<file path="config.mk">
export PLATFORM = sky130hd
export DESIGN_NAME = i2c_master_byte_engine_flat
export DESIGN_NICKNAME = d
export VERILOG_FILES = /design/src/rtl/i2c_master_byte_engine_pkg.sv /design/src/rtl/i2c_master_byte_engine_if.sv /design/src/rtl/i2c_master_byte_engine_quarter_tick.sv /design/src/rtl/i2c_master_byte_engine.sv /design/src/flat_wrapper.sv
export SDC_FILE = /design/constraint.sdc
export NUM_CORES = 1
export LEC_CHECK = 0
export ABC_AREA = 0
export BUFFER_PORTS_ARGS = -buffer_cell sky130_fd_sc_hd__clkbuf_2
export CAP_MARGIN = 30
export CELL_PAD_IN_SITES_DETAIL_PLACEMENT = 0
export CELL_PAD_IN_SITES_GLOBAL_PLACEMENT = 1
export CORE_MARGIN = 5
export CORE_UTILIZATION = 40
export CTS_BUF_LIST = sky130_fd_sc_hd__clkbuf_16
export CTS_CLUSTER_SIZE = 28
export DETAILED_ROUTE_END_ITERATION = 10
export HOLD_SLACK_MARGIN = 0.03
export PLACE_DENSITY = 0.84
export SLEW_MARGIN = 0
export SYNTH_ARGS = -nofsm -noshare
export SYNTH_HDL_FRONTEND = slang
export SYNTH_SLANG_ARGS = --single-unit
</file>
<file path="constraint.sdc">
create_clock -name clk -period 3.72 [get_ports clk]
set_clock_uncertainty 0.1 [all_clocks]
set_input_delay 0.186 -clock clk [delete_from_list [all_inputs] [get_ports clk]]
set_output_delay 0.186 -clock clk [all_outputs]
set_load 0.03 [all_outputs]
</file>
<file path="src/rtl/i2c_master_byte_engine_pkg.sv">
// Shared types for the I2C master byte engine: sequencer states, bit
// quarter phases and byte geometry.
package i2c_engine_pkg;

    typedef enum logic [3:0] {
        IDLE,
        START,
        LOAD,
        WBIT,
        WACK,
        RBIT,
        WAIT_RX,
        MACK,
        STOP
    } state_e;

    typedef enum logic [1:0] {
        Q0,
        Q1,
        Q2,
        Q3
    } quarter_e;

    localparam int BITS_PER_BYTE = 8;

    // Quarter that follows q within one bit time (wraps Q3 -> Q0).
    function automatic quarter_e next_quarter(input quarter_e q);
        case (q)
            Q0:      return Q1;
            Q1:      return Q2;
            Q2:      return Q3;
            Q3:      return Q0;
            default: return Q0;
        endcase
    endfunction

endpackage

</file>
<file path="src/rtl/i2c_master_byte_engine_if.sv">
// Byte streams (TX FIFO head, RX FIFO push) and open-drain bus pins of the
// I2C master byte engine.
interface i2c_master_byte_engine_if;

    logic [7:0] tx_data;
    logic       tx_valid;
    logic       tx_ready;
    logic [7:0] rx_data;
    logic       rx_valid;
    logic       rx_ready;
    logic       scl_in;
    logic       sda_in;
    logic       scl_oe;
    logic       sda_oe;

    modport master (
        input  tx_data, tx_valid, rx_ready, scl_in, sda_in,
        output tx_ready, rx_data, rx_valid, scl_oe, sda_oe
    );

    modport slave (
        output tx_data, tx_valid, rx_ready, scl_in, sda_in,
        input  tx_ready, rx_data, rx_valid, scl_oe, sda_oe
    );

endinterface

</file>
<file path="src/rtl/i2c_master_byte_engine_quarter_tick.sv">
// Quarter-bit tick generator: counts 0..divider and fires on the terminal
// count. Held at zero while disabled; frozen (no count, no tick) while a
// slave stretches the clock.
module i2c_quarter_tick
    import i2c_engine_pkg::*;
#(
    parameter int DIV_W = 16
) (
    input  logic             clk,
    input  logic             reset,
    input  logic             enable,
    input  logic             freeze,
    input  logic [DIV_W-1:0] divider,
    output logic             tick
);

    logic [DIV_W-1:0] count_r;

    assign tick = enable && !freeze && (count_r == divider);

    // Divider counter: clear when idle or on tick, hold while frozen.
    always_ff @(posedge clk or negedge reset) begin
        if (!reset) begin
            count_r <= '0;
        end else if (!enable) begin
            count_r <= '0;
        end else if (freeze) begin
            count_r <= count_r;
        end else if (tick) begin
            count_r <= '0;
        end else begin
            count_r <= count_r + DIV_W'(1);
        end
    end

endmodule

</file>
<file path="src/rtl/i2c_master_byte_engine.sv">
// I2C master bit/byte sequencer: START, address/data bytes out, optional
// read bytes in with master ACK/NACK, STOP. Open-drain enables and status
// pulses are registered.
// Optional build macro I2C_CLOCK_STRETCH_EN: freeze bit timing while a slave
// holds SCL low in the released half of a bit.
module i2c_master_byte_engine
    import i2c_engine_pkg::*;
#(
    parameter int CNT_W = 32,
    parameter int DIV_W = 16
) (
    input  logic             clk,
    input  logic             reset,
    input  logic             start_in,
    input  logic             packet_type_in,
    input  logic [CNT_W-1:0] write_length_in,
    input  logic [CNT_W-1:0] read_length_in,
    input  logic [DIV_W-1:0] clk_divider_in,
    output logic             busy,
    output logic             stop_pulse,
    output logic             slave_ack_pulse,
    output logic             slave_nack_pulse,
    output logic [CNT_W-1:0] bytes_written,
    output logic [CNT_W-1:0] bytes_read,
    i2c_master_byte_engine_if.master bus
);

    state_e           state_r, state_s;
    quarter_e         quarter_r, quarter_s;
    logic [2:0]       bit_idx_r, bit_idx_s;
    logic [7:0]       shift_r, shift_s;
    logic             sample_r, sample_s;
    logic             is_read_r, is_read_s;
    logic [CNT_W-1:0] wlen_r, wlen_s, rlen_r, rlen_s;
    logic [DIV_W-1:0] div_r, div_s;
    logic [CNT_W-1:0] bw_r, bw_s, br_r, br_s;
    logic [7:0]       rx_data_r, rx_data_s;
    logic             scl_oe_r, scl_oe_s, sda_oe_r, sda_oe_s;
    logic             tx_ready_r, tx_ready_s, rx_valid_r, rx_valid_s;
    logic             stop_r, stop_s, ack_r, ack_s, nack_r, nack_s;
    logic             tick_s, freeze_s, enable_s, bit_end_s, sample_tick_s;
    logic             low_phase_s;

    localparam logic [2:0] MSB_IDX = 3'(BITS_PER_BYTE - 1);

    assign enable_s      = (state_r != IDLE) && (state_r != LOAD) && (state_r != WAIT_RX);
    assign bit_end_s     = tick_s && (quarter_r == Q3);
    assign sample_tick_s = tick_s && (quarter_r == Q2);

`ifdef I2C_CLOCK_STRETCH_EN
    assign freeze_s = ((quarter_r == Q2) || (quarter_r == Q3)) && !scl_oe_r && !bus.scl_in;
`else
    logic unused_scl_s;
    assign unused_scl_s = bus.scl_in;
    assign freeze_s     = 1'b0;
`endif

    i2c_quarter_tick #(.DIV_W(DIV_W)) u_tick (
        .clk     (clk),
        .reset   (reset),
        .enable  (enable_s),
        .freeze  (freeze_s),
        .divider (div_r),
        .tick    (tick_s)
    );

    // Sequencer next state, datapath updates and status pulses.
    always_comb begin
        state_s    = state_r;
        quarter_s  = tick_s ? next_quarter(quarter_r) : quarter_r;
        bit_idx_s  = bit_idx_r;
        shift_s    = shift_r;
        sample_s   = sample_r;
        is_read_s  = is_read_r;
        wlen_s     = wlen_r;
        rlen_s     = rlen_r;
        div_s      = div_r;
        bw_s       = bw_r;
        br_s       = br_r;
        rx_data_s  = rx_data_r;
        tx_ready_s = 1'b0;
        rx_valid_s = 1'b0;
        stop_s     = 1'b0;
        ack_s      = 1'b0;
        nack_s     = 1'b0;
        case (state_r)
            IDLE: begin
                if (start_in) begin
                    is_read_s = packet_type_in;
                    wlen_s    = (write_length_in == '0) ? CNT_W'(1) : write_length_in;
                    rlen_s    = read_length_in;
                    div_s     = clk_divider_in;
                    bw_s      = '0;
                    br_s      = '0;
                    quarter_s = Q0;
                    state_s   = START;
                end else begin
                    state_s = IDLE;
                end
            end
            START: begin
                if (bit_end_s) begin
                    state_s = LOAD;
                end else begin
                    state_s = START;
                end
            end
            LOAD: begin
                if (bus.tx_valid) begin
                    tx_ready_s = 1'b1;
                    shift_s    = bus.tx_data;
                    bit_idx_s  = MSB_IDX;
                    state_s    = WBIT;
                end else begin
                    state_s = LOAD;
                end
            end
            WBIT: begin
                if (bit_end_s && (bit_idx_r == 3'd0)) begin
                    state_s = WACK;
                end else if (bit_end_s) begin
                    bit_idx_s = bit_idx_r - 3'd1;
                    shift_s   = {shift_r[6:0], 1'b0};
                end else begin
                    state_s = WBIT;
                end
            end
            WACK: begin
                if (sample_tick_s) begin
                    sample_s = bus.sda_in;
                end else if (bit_end_s && sample_r) begin
                    nack_s  = 1'b1;
                    state_s = STOP;
                end else if (bit_end_s) begin
                    ack_s     = 1'b1;
                    bw_s      = bw_r + CNT_W'(1);
                    bit_idx_s = MSB_IDX;
                    if (!is_read_r) begin
                        state_s = (bw_s < wlen_r) ? LOAD : STOP;
                    end else begin
                        state_s = (rlen_r != '0) ? RBIT : STOP;
                    end
                end else begin
                    state_s = WACK;
                end
            end
            RBIT: begin
                if (sample_tick_s) begin
                    shift_s = {shift_r[6:0], bus.sda_in};
                end else if (bit_end_s && (bit_idx_r == 3'd0) && bus.rx_ready) begin
                    rx_data_s  = shift_r;
                    rx_valid_s = 1'b1;
                    br_s       = br_r + CNT_W'(1);
                    state_s    = MACK;
                end else if (bit_end_s && (bit_idx_r == 3'd0)) begin
                    state_s = WAIT_RX;
                end else if (bit_end_s) begin
                    bit_idx_s = bit_idx_r - 3'd1;
                end else begin
                    state_s = RBIT;
                end
            end
            WAIT_RX: begin
                if (bus.rx_ready) begin
                    rx_data_s  = shift_r;
                    rx_valid_s = 1'b1;
                    br_s       = br_r + CNT_W'(1);
                    state_s    = MACK;
                end else begin
                    state_s = WAIT_RX;
                end
            end
            MACK: begin
                if (bit_end_s) begin
                    bit_idx_s = MSB_IDX;
                    state_s   = (br_r < rlen_r) ? RBIT : STOP;
                end else begin
                    state_s = MACK;
                end
            end
            STOP: begin
                if (bit_end_s) begin
                    stop_s  = 1'b1;
                    state_s = IDLE;
                end else begin
                    state_s = STOP;
                end
            end
            default: begin
                state_s = IDLE;
            end
        endcase
    end

    // Open-drain levels for the phase the sequencer is entering.
    always_comb begin
        low_phase_s = (quarter_s == Q0) || (quarter_s == Q1);
        scl_oe_s    = 1'b0;
        sda_oe_s    = sda_oe_r;
        case (state_s)
            IDLE: begin
                scl_oe_s = 1'b0;
                sda_oe_s = 1'b0;
            end
            START: begin
                scl_oe_s = (quarter_s == Q3);
                sda_oe_s = (quarter_s == Q2) || (quarter_s == Q3);
            end
            LOAD, WAIT_RX: begin
                scl_oe_s = 1'b1;
            end
            WBIT: begin
                scl_oe_s = low_phase_s;
                sda_oe_s = !shift_s[7];
            end
            WACK, RBIT: begin
                scl_oe_s = low_phase_s;
                sda_oe_s = 1'b0;
            end
            MACK: begin
                scl_oe_s = low_phase_s;
                sda_oe_s = (br_s < rlen_s);
            end
            STOP: begin
                scl_oe_s = low_phase_s;
                sda_oe_s = (quarter_s != Q3);
            end
            default: begin
                scl_oe_s = 1'b0;
                sda_oe_s = 1'b0;
            end
        endcase
    end

    // State, datapath and registered outputs; reset releases the bus at once.
    always_ff @(posedge clk or negedge reset) begin
        if (!reset) begin
            state_r    <= IDLE;
            quarter_r  <= Q0;
            bit_idx_r  <= 3'd0;
            shift_r    <= 8'h00;
            sample_r   <= 1'b1;
            is_read_r  <= 1'b0;
            wlen_r     <= '0;
            rlen_r     <= '0;
            div_r      <= '0;
            bw_r       <= '0;
            br_r       <= '0;
            rx_data_r  <= 8'h00;
            scl_oe_r   <= 1'b0;
            sda_oe_r   <= 1'b0;
            tx_ready_r <= 1'b0;
            rx_valid_r <= 1'b0;
            stop_r     <= 1'b0;
            ack_r      <= 1'b0;
            nack_r     <= 1'b0;
        end else begin
            state_r    <= state_s;
            quarter_r  <= quarter_s;
            bit_idx_r  <= bit_idx_s;
            shift_r    <= shift_s;
            sample_r   <= sample_s;
            is_read_r  <= is_read_s;
            wlen_r     <= wlen_s;
            rlen_r     <= rlen_s;
            div_r      <= div_s;
            bw_r       <= bw_s;
            br_r       <= br_s;
            rx_data_r  <= rx_data_s;
            scl_oe_r   <= scl_oe_s;
            sda_oe_r   <= sda_oe_s;
            tx_ready_r <= tx_ready_s;
            rx_valid_r <= rx_valid_s;
            stop_r     <= stop_s;
            ack_r      <= ack_s;
            nack_r     <= nack_s;
        end
    end

    assign busy             = (state_r != IDLE);
    assign stop_pulse       = stop_r;
    assign slave_ack_pulse  = ack_r;
    assign slave_nack_pulse = nack_r;
    assign bytes_written    = bw_r;
    assign bytes_read       = br_r;
    assign bus.tx_ready     = tx_ready_r;
    assign bus.rx_data      = rx_data_r;
    assign bus.rx_valid     = rx_valid_r;
    assign bus.scl_oe       = scl_oe_r;
    assign bus.sda_oe       = sda_oe_r;

endmodule
</file>
<file path="src/flat_wrapper.sv">
// flat-port wrapper written by rule: the top's interface ports become plain ports
module i2c_master_byte_engine_flat import i2c_engine_pkg::*;
#(
    parameter int CNT_W = 32,
    parameter int DIV_W = 16
)
  (clk, reset, start_in, packet_type_in, write_length_in, read_length_in, clk_divider_in, busy, stop_pulse, slave_ack_pulse, slave_nack_pulse, bytes_written, bytes_read, bus_tx_data, bus_tx_valid, bus_rx_ready, bus_scl_in, bus_sda_in, bus_tx_ready, bus_rx_data, bus_rx_valid, bus_scl_oe, bus_sda_oe);
  i2c_master_byte_engine_if bus_i ();
  input  logic clk;
  input  logic reset;
  input  logic start_in;
  input  logic packet_type_in;
  input  logic [CNT_W-1:0] write_length_in;
  input  logic [CNT_W-1:0] read_length_in;
  input  logic [DIV_W-1:0] clk_divider_in;
  output logic busy;
  output logic stop_pulse;
  output logic slave_ack_pulse;
  output logic slave_nack_pulse;
  output logic [CNT_W-1:0] bytes_written;
  output logic [CNT_W-1:0] bytes_read;
  input wire logic [$bits(bus_i.tx_data)-1:0] bus_tx_data;
  input wire logic [$bits(bus_i.tx_valid)-1:0] bus_tx_valid;
  input wire logic [$bits(bus_i.rx_ready)-1:0] bus_rx_ready;
  input wire logic [$bits(bus_i.scl_in)-1:0] bus_scl_in;
  input wire logic [$bits(bus_i.sda_in)-1:0] bus_sda_in;
  output wire logic [$bits(bus_i.tx_ready)-1:0] bus_tx_ready;
  output wire logic [$bits(bus_i.rx_data)-1:0] bus_rx_data;
  output wire logic [$bits(bus_i.rx_valid)-1:0] bus_rx_valid;
  output wire logic [$bits(bus_i.scl_oe)-1:0] bus_scl_oe;
  output wire logic [$bits(bus_i.sda_oe)-1:0] bus_sda_oe;
  assign bus_i.tx_data = bus_tx_data;
  assign bus_i.tx_valid = bus_tx_valid;
  assign bus_i.rx_ready = bus_rx_ready;
  assign bus_i.scl_in = bus_scl_in;
  assign bus_i.sda_in = bus_sda_in;
  assign bus_tx_ready = bus_i.tx_ready;
  assign bus_rx_data = bus_i.rx_data;
  assign bus_rx_valid = bus_i.rx_valid;
  assign bus_scl_oe = bus_i.scl_oe;
  assign bus_sda_oe = bus_i.sda_oe;
  i2c_master_byte_engine #(.CNT_W(CNT_W), .DIV_W(DIV_W)) u_core (.clk(clk), .reset(reset), .start_in(start_in), .packet_type_in(packet_type_in), .write_length_in(write_length_in), .read_length_in(read_length_in), .clk_divider_in(clk_divider_in), .busy(busy), .stop_pulse(stop_pulse), .slave_ack_pulse(slave_ack_pulse), .slave_nack_pulse(slave_nack_pulse), .bytes_written(bytes_written), .bytes_read(bytes_read), .bus(bus_i));
endmodule
</file>
==> impl_metrics.ini <==
[run_status]
status = complete, but fails checks
violations = setup timing

[final_layout]
final_cell_mix = nand2_1 (190), buf_4 (181), clkbuf_2 (173), dfrtp_1 (168), inv_1 (111)
final_common_cell = nand2_1
nFillCells = 2564
drive_gt1_frac = 0.276
final_nets = 1939
diodes = 0
areaGrowthSynthToFinish_pct = 37.8

[sta]
whs_ns = 0.0858
clock.fmax_mhz = 239
finalSetupTns_ns = -0.463
period_needed_ns = 4.18
fin_ws_ns = -0.463
timing.final.crit_share = 1.12
rsz0062_at_grt = yes
tightest_slew_ns = 0.739
finalSetupViolCount = 1
drv_slew = 0
max-slew-margin-rel = 0.501
hold_violations = 0

[power]
powerDensity_nw_per_um2 = 490
max-vdd-ir-drop_v = 0.000366
netSwitchingFraction = 0.393
p_int_uw = 4820
p_clk_frac = 0.232
combPwrFrac = 0.403
power.switching_uw = 3120
p_leak_uw = 0.00824
seqPwrFrac = 0.365

[worst_setup_path]
r2r_start = u_core.u_tick.count_r[7]
slowest_stage = a211o_4
required_ns = 3.99
r2r_end = u_core.bus.sda_oe
crit_end = u_core.bus.sda_oe
crit_path_start = u_core.u_tick.count_r[7]
reg2reg_depth = 17
startpoint_type = register
cp_cell_sequence = xnor2_1 > nand4_1 > nor3b_4 > nand4_1 > a211o_4 > buf_12 > o21ai_2 > o21ai_1 > ha_1 > a21oi_2 > nor4_2 > a2111oi_1 > o21ai_1 > o221ai_1 > nand2_1 > or3_1 > o211ai_1
endpoint_kind = register
worstPathArrival_ns = 4.46
reg2reg_slack_ns = -0.46
critPathMaxStageDelay_ns = 0.45
path_class = reg2reg
crit_fanout = 6

[placement]
hpwl_mm = 26.8
dp_slack_ns = -0.415
gp_congestion = 0.928
portBuffers = 174

[yosys]
yosysWarnings = 0
yosys-top-cells-area = dfrtp_1 (41%), ha_1 (11%), nand2_1 (6.3%)
syn_area_per_cell_sq_um = 8.93
ys_seq_area_frac = 0.412
syn-cell-area_sq_um = 11800
ys_types = 68
synthFlopType = dfrtp_1
yosys.area.top_type = dfrtp_1
synth_nets = 1516
synth_cells = 1319
yosysTopAreaCellShare = 0.410
synth_edf_count = 0
ys_seq_elements = 194
async_reset_ff_frac = 1.00

[clocking]
worst_skew_pair.late_latency_ns = 0.46
numCtsBuffers = 17
ctsRootBufferMaster = clkbuf_16
cts_sinks = 194
clk_pin_slew_ns = 0.08
h-tree-depth = 4
clock_path_buffers = 2
cts_tree = built

[floorplan]
die_height_um = 182
dieArea_sq_um = 33000
rows = 62
io_pins = 176
coreArea_sq_um = 28900
die_w_um = 182
start_util = 0.408

[global_route]
grt_use_total = 0.215
grt_max_degree = 86
grt.overflow.total = 0
first_global_vias = 11300
grt_pass1_wl_mm = 57.9
antenna_found_initial = 0

[drt]
drt_iter0_drc = 891
post_drt_wl_per_cell_um = 17.0
ant_nets = 0
via_per_inst = 5.31
wl_mm = 36.3
drcViolationCount = 0
vias = 11400
dr.pass1.iters = 6

[worst_hold_path]
hold_path_class = in2reg

[flow_run]
drv_cap = 0
==> per-stage QoR <==
step | std cells | utilization | area, sq um | power (uW)
floorplan | 1319 | - | 11900 | 4800
finish | 2139 | 0.563 | 16200 | 7950
CTS | 2128 | 0.554 | 16000 | 7900
detailed placement | 2002 | 0.498 | 14400 | 5910
global placement | 2002 | 0.498 | 14400 | 5840
global route | 2139 | 0.563 | 16200 | 8510
==> cell type report <==
class | count | area (sq um) | area share
clock inverter | 15 | 148 | 0.00910
timing repair buffer | 454 | 3270 | 0.202
inverter | 110 | 418 | 0.0257
sequential | 194 | 4890 | 0.301
tap | 384 | 480 | 0.0296
multi-input combinational | 965 | 6600 | 0.407
clock buffer | 17 | 425 | 0.0262
==> synthesized netlist by cell type (all sizes together) (34+ instances only) <==
cell type,number
nand2,198
dfrtp,193
o21ai,123
inv,110
ha,101
nor2,82
a21oi,52
clkbuf,40
xnor2,39
nand3,36
mux2i,34
nand4,34
==> repair_timing <==
action,CTS,global route
hold buffers,91,0
resized for setup,24,45
endpoints found under the hold margin,154,0
setup buffers,3,10
pin swaps,10,30
gates cloned,0,1
setup endpoints to repair,3,4
==> worst max-delay path, delay by kind of cell (launching register included) <==
family / cells / cell delay (ns)
xor gates and xnor gates: 1 / 0.18
adders and majority gates: 1 / 0.34
buffers and inverters: 1 / 0.15
DFF: 1 / 0.40
AOI/OAI and AO/OA: 8 / 1.72
and+or+nand+nor: 6 / 1.21
==> power groups by stage <==
stage	registers (uW)	logic [uW]	clock network, uW
final	2900	3200	1840
after global routing	2960	3580	1970
after CTS	2900	3120	1880
after detailed placement	2930	2980	0
after global placement	2910	2920	0
after floorplan	3060	1740	0
==> cell families (layout without fill, tap and decap cells) <==
logic type,Yosys count,after routing,synth area share
and+or+nand+nor,472,472,0.192
adders and majority gates,101,101,0.107
buffers and inverters,160,596,0.0531
muxes,35,35,0.0298
DFF,194,194,0.412
xor gates and xnor gates,61,61,0.0489
AOI/OAI and AO/OA,296,296,0.157
==> routing by layer <==
metal	share of wire	routed length [um]	global-route usage
met1	0.45	16200	0.289
met5	0	0	0
met4	0.020	741	0.0630
met2	0.48	17500	0.360
met3	0.051	1840	0.0330
==> flip-flops by register name (all words and copies together) (netlist names) <==
signal and count:
u_core.bit_idx_r 3, u_core.bus.rx_data 8, u_core.bus.rx_valid 1, u_core.bus.scl_oe 1, u_core.bus.sda_oe 1, u_core.bus.tx_ready 1
u_core.bytes_read 32, u_core.bytes_written 32, u_core.div_r 16, u_core.is_read_r 1, u_core.quarter_r 2, u_core.rlen_r 32
u_core.sample_r 1, u_core.shift_r 8, u_core.slave_ack_pulse 1, u_core.slave_nack_pulse 1, u_core.state_r 4, u_core.stop_pulse 1
u_core.u_tick.count_r 16, u_core.wlen_r 32
==> how the worst min path moves through the flow <==
stage | from | end | cells past startpoint
after global routing | bus_tx_valid | u_core.bus.tx_ready | 3
final | bus_tx_valid | u_core.bus.tx_ready | 3
after detailed placement | reset | u_core.wlen_r[13] | 1
after floorplan | reset | u_core.bit_idx_r[0] | 0
after global placement | reset | u_core.wlen_r[6] | 1
after CTS | bus_tx_valid | u_core.bus.tx_ready | 3
Power figures use the tool's default switching activity.
